`src/rtl/fft8_frame_sequencer.sv`:
```
// Frame controller for the 8-point FFT/IFFT core: gathers 8 serial complex samples,
// holds them as a parallel frame while the core runs, then streams the result out.
module fft8_frame_sequencer #(
  parameter int DW       = 9,
  parameter int N        = 8,
  parameter int CORE_LAT = 1
) (
  input  logic            clk,
  input  logic            rst,
  input  logic            flush,
  input  logic            in_valid,
  output logic            in_ready,
  input  logic [DW-1:0]   in_re,
  input  logic [DW-1:0]   in_im,
  input  logic            in_mode,
  output logic [N*DW-1:0] core_re,
  output logic [N*DW-1:0] core_im,
  output logic            core_mode,
  output logic            core_start,
  input  logic [N*DW-1:0] core_out_re,
  input  logic [N*DW-1:0] core_out_im,
  output logic            out_valid,
  input  logic            out_ready,
  output logic [DW-1:0]   out_re,
  output logic [DW-1:0]   out_im,
  output logic            out_last,
  output logic            busy,
  output logic            frame_done
);

  localparam int RW = (CORE_LAT < 1) ? 1 : $clog2(CORE_LAT + 1);
  localparam logic [RW-1:0] RUN_LAST = RW'(CORE_LAT);
  localparam logic [2:0]    IDX_LAST = 3'd7;

  typedef enum logic [1:0] {
    ST_COLLECT = 2'd0,
    ST_RUN     = 2'd1,
    ST_DRAIN   = 2'd2
  } state_t;

  state_t               state_r;
  state_t               state_nxt_s;
  logic [2:0]           in_idx_r;
  logic [2:0]           out_idx_r;
  logic [RW-1:0]        run_cnt_r;
  logic [N-1:0][DW-1:0] buf_re_r;
  logic [N-1:0][DW-1:0] buf_im_r;
  logic [N-1:0][DW-1:0] res_re_r;
  logic [N-1:0][DW-1:0] res_im_r;
  logic                 mode_r;
  logic                 start_r;
  logic                 done_r;
  logic                 in_ready_s;
  logic                 out_valid_s;
  logic                 in_fire_s;
  logic                 out_fire_s;
  logic                 run_end_s;

  // State register
  always_ff @(posedge clk or posedge rst) begin
    if (rst) begin
      state_r <= ST_COLLECT;
    end else begin
      state_r <= state_nxt_s;
    end
  end

  // Next state and handshake strobes; flush gates both handshakes and forces COLLECT
  always_comb begin
    state_nxt_s = state_r;
    in_ready_s  = 1'b0;
    out_valid_s = 1'b0;
    in_fire_s   = 1'b0;
    out_fire_s  = 1'b0;
    run_end_s   = 1'b0;
    case (state_r)
      ST_COLLECT: begin
        in_ready_s = ~flush;
        in_fire_s  = in_valid & ~flush;
        if (flush) begin
          state_nxt_s = ST_COLLECT;
        end else if (in_fire_s && (in_idx_r == IDX_LAST)) begin
          state_nxt_s = ST_RUN;
        end else begin
          state_nxt_s = ST_COLLECT;
        end
      end
      ST_RUN: begin
        if (flush) begin
          state_nxt_s = ST_COLLECT;
        end else if (run_cnt_r == RUN_LAST) begin
          run_end_s   = 1'b1;
          state_nxt_s = ST_DRAIN;
        end else begin
          state_nxt_s = ST_RUN;
        end
      end
      ST_DRAIN: begin
        out_valid_s = ~flush;
        out_fire_s  = out_ready & ~flush;
        if (flush) begin
          state_nxt_s = ST_COLLECT;
        end else if (out_fire_s && (out_idx_r == IDX_LAST)) begin
          state_nxt_s = ST_COLLECT;
        end else begin
          state_nxt_s = ST_DRAIN;
        end
      end
      default: begin
        state_nxt_s = ST_COLLECT;
      end
    endcase
  end

  // Indices, run timer, frame/result buffers and the one-cycle pulses
  always_ff @(posedge clk or posedge rst) begin
    if (rst) begin
      in_idx_r  <= 3'd0;
      out_idx_r <= 3'd0;
      run_cnt_r <= {RW{1'b0}};
      buf_re_r  <= {(N*DW){1'b0}};
      buf_im_r  <= {(N*DW){1'b0}};
      res_re_r  <= {(N*DW){1'b0}};
      res_im_r  <= {(N*DW){1'b0}};
      mode_r    <= 1'b0;
      start_r   <= 1'b0;
      done_r    <= 1'b0;
    end else if (flush) begin
      in_idx_r  <= 3'd0;
      out_idx_r <= 3'd0;
      run_cnt_r <= {RW{1'b0}};
      start_r   <= 1'b0;
      done_r    <= 1'b0;
    end else begin
      start_r <= in_fire_s && (in_idx_r == IDX_LAST);
      done_r  <= out_fire_s && (out_idx_r == IDX_LAST);
      if (in_fire_s) begin
        buf_re_r[in_idx_r] <= in_re;
        buf_im_r[in_idx_r] <= in_im;
        in_idx_r           <= in_idx_r + 3'd1;
        if (in_idx_r == 3'd0) begin
          mode_r <= in_mode;
        end
      end
      // Timer restarts at 0 on every RUN entry; the last RUN edge captures the core result
      if (state_r == ST_RUN) begin
        run_cnt_r <= run_end_s ? {RW{1'b0}} : run_cnt_r + {{(RW-1){1'b0}}, 1'b1};
      end else begin
        run_cnt_r <= {RW{1'b0}};
      end
      if (run_end_s) begin
        res_re_r <= core_out_re;
        res_im_r <= core_out_im;
      end
      if (out_fire_s) begin
        out_idx_r <= out_idx_r + 3'd1;
      end
    end
  end

  assign in_ready   = in_ready_s & ~rst;
  assign out_valid  = out_valid_s;
  assign core_re    = buf_re_r;
  assign core_im    = buf_im_r;
  assign core_mode  = mode_r;
  assign core_start = start_r;
  assign frame_done = done_r;
  assign busy       = (state_r == ST_RUN) || (state_r == ST_DRAIN);
  assign out_re     = res_re_r[out_idx_r];
  assign out_im     = res_im_r[out_idx_r];
  assign out_last   = (state_r == ST_DRAIN) && (out_idx_r == IDX_LAST);

endmodule

```
`config.mk`:
```
export PLATFORM = sky130hd
export DESIGN_NAME = fft8_frame_sequencer
export DESIGN_NICKNAME = d
export VERILOG_FILES = /design/src/rtl/fft8_frame_sequencer.sv
export SDC_FILE = /design/constraint.sdc
export NUM_CORES = 1
export LEC_CHECK = 0
export ABC_AREA = 1
export CAP_MARGIN = 0
export CORE_MARGIN = 4
export CORE_UTILIZATION = 32
export CTS_BUF_LIST = sky130_fd_sc_hd__clkbuf_16
export DETAILED_ROUTE_END_ITERATION = 6
export SKIP_CTS_REPAIR_TIMING = 1
export SLEW_MARGIN = 20
export SYNTH_ARGS = -nofsm -noshare
export SYNTH_HDL_FRONTEND = slang
export SYNTH_SLANG_ARGS = --single-unit
```
`constraint.sdc`:
```
create_clock -name clk -period 26.3 [get_ports clk]
set_clock_uncertainty 0.15 [all_clocks]
set_input_delay 7.89 -clock clk [delete_from_list [all_inputs] [get_ports clk]]
set_output_delay 7.89 -clock clk [all_outputs]
set_load 0.03 [all_outputs]
```
==> results.py, run 1 <==
metrics = {
    "clock_tree": {
        "cts_tree": "yes",
        "cts_max_level": 2,
        "path_clk_slew_ns": 0.06,
        "ctsRootBufferMaster": "clkbuf_16",
        "clock_latency_ns": 0.53,
        "cts_sinks": 300,
        "cts_buffer_depth": 3,
        "cts_made_buffers": 36,
    },
    "detailed_routing": {
        "first_iter_violations": 929,
        "wire_per_inst_um": 18.3,
        "antenna_left": 0,
        "drt_pass1_iterations": 5,
        "drcViolationCount": 0,
        "wirelength_um": 45400,
        "via_per_inst": 4.74,
        "via_count": 11800,
    },
    "power": {
        "ir_drop_mv": 0.0514,
        "p_per_area_mw_per_mm2": 72.6,
        "leakagePower_nw": 9.03,
        "power_mw": 1.32,
    },
    "worst_setup_path": {
        "path_cells": "clkdlybuf4s50_1 -> nor2_1 -> clkdlybuf4s50_1",
        "critical_path_peak_fanout": 5,
        "crit_path_end_kind": "output pin",
        "crit_arrival_ns": 9.35,
        "worstSetupPathType": "in -> out",
        "path_common_cell": "clkdlybuf4s50_1",
        "cp.required_ns": 18.26,
        "cpPeakStageDelay_ns": 0.73,
        "critPathLaunchType": "primary input",
        "r2r_slack_ns": 23.11,
        "slowest_stage": "clkdlybuf4s50_1",
    },
    "run_status": {
        "status": "completed",
    },
    "sta": {
        "slew_violations": 0,
        "period_minus_slack_ns": 17.39,
        "tns_ns": 0,
        "hold_violations": 0,
        "fin_hold_ws_ns": 0.326,
        "fin_ws_ns": 8.91,
        "setup_viol": 0,
        "relSlewSlack_pct": 26.8,
        "fin_crit_sh_pct": 66.1,
        "worstMarginPinSlew_ns": 1.10,
        "rsz0062_at_grt": "no",
        "fmax_ghz": 0.0575,
    },
    "floorplanning": {
        "die_w_um": 213,
        "die-area_mm2": 0.0455,
        "coreArea_mm2": 0.0413,
        "die_height_um": 213,
        "rows": 74,
        "initial_utilization_pct": 32.7,
        "ios": 337,
    },
    "grt": {
        "busiest_layer": "met2",
        "track_usage_pct": 19.5,
        "grt_use_met2_pct": 31.1,
        "antenna_found_initial": 4,
        "grt_pass1_vias": 12000,
        "grt_use_met1_pct": 25.2,
        "grt_overflow": 0,
        "gr-usage-met3_pct": 7.40,
        "grt_max_degree": 172,
        "grt_pass1_wl_um": 69200,
    },
    "yosys": {
        "yosysUniqueCellTypes": 26,
        "synth_area_mm2": 0.0135,
        "yosys_warnings": 0,
        "syn_avg_cell_area_um2": 8.15,
        "syn_inst": 1655,
        "synthesis.nets": 1832,
        "ys_ff_latch": 300,
        "seq_area_frac_synth_pct": 55.6,
    },
    "cells_and_area": {
        "final_util_pct": 44.0,
        "nets": 2104,
        "areaGrowthSynthToFinish_pct": 34.5,
        "drive_gt1_share_pct": 4.25,
    },
    "min_path": {
        "hp-class": "reg -> reg",
    },
    "placement": {
        "gp_congestion": 0.804,
        "port_buffers": 336,
        "hpwlAfterDp_um": 30400,
        "pre_cts_ws_ns": 8.90,
    },
    "run": {
        "drv_cap": 0,
    },
}
[worst max-delay path, delay by kind of cell]
kind / cells / cell delay, ns
buffers and inverters: 2 / 1.19
AND/OR/NAND/NOR: 1 / 0.28
[worst paths after layout]
check / from / cells after the start / endpoint
setup / recovery: flush / 3 / out_valid
hold / removal: core_re[59] / 2 / core_re[59]
setup reg to reg: state_r[0] / 8 / core_re[57]
hold reg to reg: core_re[59] / 2 / core_re[59]
max in group asynchronous: rst / 3 / core_re[5]
min in group asynchronous: rst / 2 / state_r[0]
[metrics by stage]
step | area [µm²] | instances
after global routing | 18100 | 2484
after floorplan | 13500 | 1655
after detailed placement | 17000 | 2421
final | 18200 | 2485
after global placement | 17000 | 2421
after CTS | 18100 | 2484
[layout by cell type (no fill, tap or decap), types with 7 or more instances in the layout]
master and n:
ha_1 9, nand2_1 536, dfrtp_1 298, a21oi_1 146, o21ai_0 113, clkdlybuf4s50_1 336
nand3_1 93, o21ai_1 20, buf_4 7, nor2_1 149, clkbuf_16 37, inv_1 159
clkinv_1 9
[flip-flops by register name, summed over array words and instances (netlist names)]
register    flops
core_im        72
core_mode       1
core_re        72
core_start      1
frame_done      1
in_idx_r        3
out_idx_r       3
res_im_r       72
res_re_r       72
run_cnt_r       1
state_r         2
[cell type report]
| type | count | area, µm² |
|---|---|---|
| fill | 4104 | 23100 |
| sequential | 300 | 7510 |
| multi-input combinational | 1085 | 4800 |
| timing repair buffer | 344 | 3440 |
| clock buffer | 37 | 926 |
| tap | 532 | 666 |
| inverter | 160 | 613 |
| clock inverter | 26 | 199 |
| antenna | 1 | 2.50 |
[power by group]
part | internal, mW | switching [mW]
logic | 0.118 | 0.182
clock network | 0.284 | 0.198
registers | 0.509 | 0.0269
[cell usage after synthesis]
| cell | number | share of area (%) |
|---|---|---|
| clkbuf_1 | 41 | 1.1 |
| o21ai_0 | 113 | 4.2 |
| buf_6 | 7 | 0.58 |
| buf_2 | 41 | 1.5 |
| nand2_1 | 536 | 15 |
| buf_1 | 4 | 0.11 |
| nor2_8 | 5 | 0.74 |
| buf_4 | 16 | 0.89 |
| nand2_4 | 1 | 0.083 |
| inv_1 | 152 | 4.2 |
| dfrtp_1 | 300 | 56 |
| nor2_4 | 2 | 0.17 |
| a21oi_1 | 146 | 5.4 |
| nand3_2 | 5 | 0.37 |
| ha_1 | 9 | 0.83 |
| buf_12 | 1 | 0.15 |
| o21ai_1 | 20 | 0.74 |
| nor2_1 | 149 | 4.1 |
| nand3_1 | 94 | 3.5 |
| nand3_4 | 1 | 0.13 |
| clkinv_1 | 1 | 0.028 |
| nand4_1 | 1 | 0.046 |
| nor3_4 | 1 | 0.12 |
| inv_4 | 2 | 0.093 |
| inv_2 | 5 | 0.14 |
| nand2_2 | 2 | 0.093 |
[kinds of logic after synthesis]
logic type | after synthesis | share of synthesized area, %
fa+ha+maj | 9 | 0.835
flops | 300 | 55.6
buf+inv | 270 | 8.88
simple gates | 797 | 24.3
compound gates | 279 | 10.3
[layer usage]
metal  vias to the layer above  wire length [µm]
met3                        58              4500
li1                       5691                 -
met5                         -                34
met4                         6               810
met2                       395             20900
met1                      5631             19100
(Power assumes the default switching activity.)
==> inputs of run 2 (changes only) <==
==> constraint.sdc (replaced) <==
create_clock -name clk -period 15.4 [get_ports clk]
set_clock_uncertainty 0.15 [all_clocks]
set_input_delay 4.62 -clock clk [delete_from_list [all_inputs] [get_ports clk]]
set_output_delay 4.62 -clock clk [all_outputs]
set_load 0.03 [all_outputs]
==> run 2 against run 1 <==
Against the previous run:
- highest routed layer unchanged
- sequential power increased by 71%
- clock power up 67%
- flip-flop and latch count stayed put
- combinational power increased by 70%
- count of clock-buffer cells in the layout is the same
- register-to-register slack lost 12 ns
- global-route usage fell by 0.086 points
- cell area fell by 0.14%
- die area stayed put
- total power is 70% higher
- critical path depth unchanged
==> results.py, run 2 (synthesis gave the netlist of run 1 again) <==
metrics = {
    "detailed_routing": {
        "drcViolationCount": 0,
        "first_iter_violations": 948,
        "dr_wl_met2_um": 20900,
        "drt_pass1_iterations": 6,
        "wire_per_inst_um": 18.3,
        "m1WireLength_um": 19200,
        "wl_met3_um": 4620,
        "antenna_left": 0,
        "via_per_inst": 4.74,
        "via_count": 11800,
        "wirelength_um": 45400,
        "dr.max_layer_used": "met5",
    },
    "cells_and_area": {
        "nets": 2104,
        "finish.instance_area_mm2": 0.0181,
        "multi_input_area_mm2": 0.00480,
        "layout_commonest_cell": "nand2_1",
        "most-common-layout-cells": "nand2_1, clkdlybuf4s50_1, dfrtp_1, inv_1, nor2_1",
        "areaGrowthSynthToFinish_pct": 34.3,
        "regArea_mm2": 0.00751,
        "final_util_pct": 43.9,
        "n_fill_cell": 4063,
        "drive_gt1_share_pct": 4.36,
    },
    "run_status": {
        "status": "completed",
    },
    "clock_tree": {
        "cts_tree": "yes",
        "ctsRootBufferMaster": "clkbuf_16",
        "cts_made_buffers": 36,
        "path_clk_slew_ns": 0.06,
        "cts_buffer_depth": 3,
        "cts_max_level": 2,
        "clock_latency_ns": 0.52,
        "cts_sinks": 300,
    },
    "worst_setup_path": {
        "crit_family": "buffers and inverters",
        "critical_path_buf_inv_count": 2,
        "crit_path_end_kind": "output pin",
        "path_common_cell": "clkdlybuf4s50_1",
        "crit_arrival_ns": 6.08,
        "critical_path_peak_fanout": 5,
        "slowest_stage": "clkdlybuf4s50_1",
        "critPathLaunchType": "primary input",
        "path_cells": "clkdlybuf4s50_1 -> nor2_1 -> clkdlybuf4s50_1",
        "cpPeakStageDelay_ns": 0.74,
        "cp.required_ns": 10.63,
        "worstSetupPathType": "in -> out",
    },
    "sta": {
        "slew_violations": 0,
        "setup_viol": 0,
        "fin_crit_sh_pct": 70.5,
        "tns_ns": 0,
        "hold_violations": 0,
        "worstMarginPinSlew_ns": 1.03,
        "period_minus_slack_ns": 10.85,
        "relSlewSlack_pct": 31.1,
        "fin_hold_ws_ns": 0.330,
        "rsz0062_at_grt": "no",
        "fmax_ghz": 0.0921,
    },
    "floorplanning": {
        "coreArea_mm2": 0.0413,
        "die_w_um": 213,
        "ios": 337,
        "die-area_mm2": 0.0455,
        "die_height_um": 213,
        "initial_utilization_pct": 32.7,
        "rows": 74,
    },
    "placement": {
        "hpwlAfterDp_um": 30200,
        "dpl_cell_area_mm2": 0.0170,
        "port_buffers": 336,
        "gp_congestion": 0.816,
    },
    "grt": {
        "antenna_found_initial": 3,
        "grt_overflow": 0,
        "grt_pass1_vias": 11800,
        "track_usage_pct": 19.4,
        "grt_max_degree": 172,
        "grt_pass1_wl_um": 69300,
    },
    "power": {
        "p_per_area_mw_per_mm2": 123,
        "leakagePower_nw": 9.02,
        "power_mw": 2.24,
        "ir_drop_mv": 0.102,
    },
    "min_path": {
        "hp-class": "reg -> reg",
    },
    "run": {
        "drv_cap": 0,
    },
}
run 2: changes by cell type in the layout (fill, tap and decap cells not counted), sizes merged:
| cell | change |
|---|---|
| bufinv | -1 |
| clkinv | +1 |
| inv | -1 |
run 2: power by group:
part	total, mW	internal [mW]	switching [mW]	leakage [nW]
combinational	0.511	0.201	0.310	5.12
clock	0.809	0.469	0.340	0.568
sequential	0.916	0.870	0.0462	3.34
run 2: worst paths after layout:
kind | from | end | slack, ns | cells after the start
max reg2reg | state_r[1] | res_im_r[27] | 11.58 | 7
max | flush | out_valid | 4.55 | 3
min in group asynchronous | rst | frame_done | 4.49 | 2
min | core_im[59] | core_im[59] | 0.33 | 2
min reg2reg | core_im[59] | core_im[59] | 0.33 | 2
max in group asynchronous | rst | core_re[22] | 8.94 | 3
run 2: metal layers:
metal,global-route usage (%),vias up
met3,7.42,41
met4,3.53,4
met1,25.5,5650
met5,0,-
met2,31.1,372
li1,-,5696
run 2: final cells by class:
type                       instances  share of cell area, %
timing repair buffer             344                   19.0
tap                              532                   3.67
sequential                       300                   41.4
inverter                         160                   3.38
clock buffer                      37                   5.11
antenna                            1                 0.0138
multi-input combinational       1085                   26.5
clock inverter                    25                  0.953
run 2: tightest hold or removal path, delay by kind of cell (launching register included):
family | cells | cell delay (ns)
flip-flops | 1 | 0.34
AND/OR/NAND/NOR | 2 | 0.11
run 2: metrics by stage:
| step | setup WS (ns) | std cells |
|---|---|---|
| detailed placement | 4.55 | 2421 |
| global route | 4.48 | 2483 |
| global placement | 4.52 | 2421 |
| finish | 4.55 | 2484 |
| floorplan | 2.34 | 1655 |
| CTS | 4.55 | 2483 |
==> inputs of run 3 (changes only) <==
==> constraint.sdc (replaced) <==
create_clock -name clk -period 10.1 [get_ports clk]
set_clock_uncertainty 0.15 [all_clocks]
set_input_delay 3.03 -clock clk [delete_from_list [all_inputs] [get_ports clk]]
set_output_delay 3.03 -clock clk [all_outputs]
set_load 0.03 [all_outputs]
==> run 3 against run 2 <==
Against the previous run:
- non-clock buffer count is 1 higher
- sequential power is 53% higher
- final cell count about the same
- largest power group unchanged
==> results.py, run 3 (synthesis gave the netlist of run 1 again) <==
metrics = {
    "run_status": {
        "status": "completed",
    },
    "floorplanning": {
        "ios": 337,
        "initial_utilization_pct": 32.7,
        "coreArea_mm2": 0.0413,
        "die_height_um": 213,
        "die-area_mm2": 0.0455,
        "rows": 74,
        "die_w_um": 213,
    },
    "sta": {
        "fin_ws_ns": 2.42,
        "hold_violations": 0,
        "period_minus_slack_ns": 7.68,
        "fmax_ghz": 0.130,
        "tns_ns": 0,
        "slew_violations": 0,
        "fin_crit_sh_pct": 76.1,
        "setup_viol": 0,
        "rsz0062_at_grt": "no",
        "relSlewSlack_pct": 34.4,
        "worstMarginPinSlew_ns": 0.984,
        "fin_hold_ws_ns": 0.321,
    },
    "clock_tree": {
        "cts_made_buffers": 37,
        "cts_max_level": 2,
        "cts_buffer_depth": 3,
        "path_clk_slew_ns": 0.06,
        "clock_latency_ns": 0.55,
        "cts_sinks": 300,
        "ctsRootBufferMaster": "clkbuf_16",
        "cts_tree": "yes",
    },
    "detailed_routing": {
        "drcViolationCount": 0,
        "antenna_left": 0,
        "drt_pass1_iterations": 5,
        "wl_met3_um": 4830,
        "first_iter_violations": 813,
        "dr.max_layer_used": "met5",
        "via_count": 11900,
        "m1WireLength_um": 18700,
        "wirelength_um": 45400,
        "via_per_inst": 4.77,
        "dr_wl_met2_um": 20600,
        "wire_per_inst_um": 18.3,
    },
    "min_path": {
        "min_path_cells": 2,
        "hp-class": "reg -> reg",
    },
    "cells_and_area": {
        "nets": 2106,
        "drive_gt1_share_pct": 4.51,
        "areaGrowthSynthToFinish_pct": 35.3,
        "layout_commonest_cell": "nand2_1",
        "most-common-layout-cells": "nand2_1, clkdlybuf4s50_1, dfrtp_1, inv_1, nor2_1",
        "fin_cells": 2483,
    },
    "grt": {
        "track_usage_pct": 19.6,
        "grt_max_degree": 200,
        "grt_overflow": 0,
        "grt_pass1_vias": 12300,
        "grt_pass1_wl_um": 70200,
        "antenna_found_initial": 6,
    },
    "worst_setup_path": {
        "r2r_cells": 6,
        "critical_path_peak_fanout": 5,
        "cp.required_ns": 6.92,
        "critPathLaunchType": "primary input",
        "crit_path_end_kind": "output pin",
        "crit_arrival_ns": 4.50,
        "worstSetupPathType": "in -> out",
    },
    "placement": {
        "port_buffers": 336,
        "hpwlAfterDp_um": 30400,
        "dp.cells": 2422,
        "pre_cts_ws_ns": 2.43,
        "gp_congestion": 0.825,
    },
    "run": {
        "drv_cap": 0,
    },
    "power": {
        "leakagePower_nw": 9.07,
        "ir_drop_mv": 0.133,
        "p_per_area_mw_per_mm2": 193,
    },
}
[run 3: changes by cell type in the layout (fill, tap and decap cells not counted), sizes merged]
cell | before | now
clkinv | 13 | 7
bufinv | 2 | 5
inv | 169 | 166
clkbuf | 37 | 39
clkinvlp | 1 | 3
buf | 8 | 9
[run 3: routing by layer]
metal | track usage (%) | vias up
met3 | 7.94 | 78
met4 | 6.29 | 12
met5 | 0 | -
met2 | 31.0 | 400
li1 | - | 5676
met1 | 24.8 | 5688
[run 3: metrics by stage]
step           total power, mW  area [µm²]  utilization, %
6_report                  3.52       18300            44.2
5_1_grt                   3.68       18300            44.2
4_1_cts                   3.57       18300            44.2
3_5_place_dp              2.20       17000            41.3
3_3_place_gp              2.19       17000            41.3
2_1_floorplan             1.80       13500               -
[run 3: final timing paths]
check | from | endpoint | slack (ns)
setup reg to reg | state_r[1] | res_im_r[68] | 7.29
min in group asynchronous | rst | out_idx_r[1] | 2.72
hold reg to reg | core_im[57] | core_im[57] | 0.32
hold / removal | core_im[57] | core_im[57] | 0.32
setup / recovery | flush | out_valid | 2.42
max in group asynchronous | rst | res_im_r[67] | 5.02
[run 3: layout make-up]
class	instances	area [µm²]
antenna	1	2.50
clock buffer	39	976
clock inverter	21	235
fill	4050	23000
inverter	160	609
multi-input combinational	1085	4800
sequential	300	7510
tap	532	666
timing repair buffer	345	3460
[run 3: critical path: stages]
cell	delay (ns)
clkdlybuf4s50_1	0.46
nor2_1	0.28
clkdlybuf4s50_1	0.73
[run 3: where the power goes]
part           total, mW  switching (mW)  internal (mW)
Clock               1.35           0.527          0.822
Sequential          1.40          0.0703           1.33
Combinational      0.777           0.470          0.307
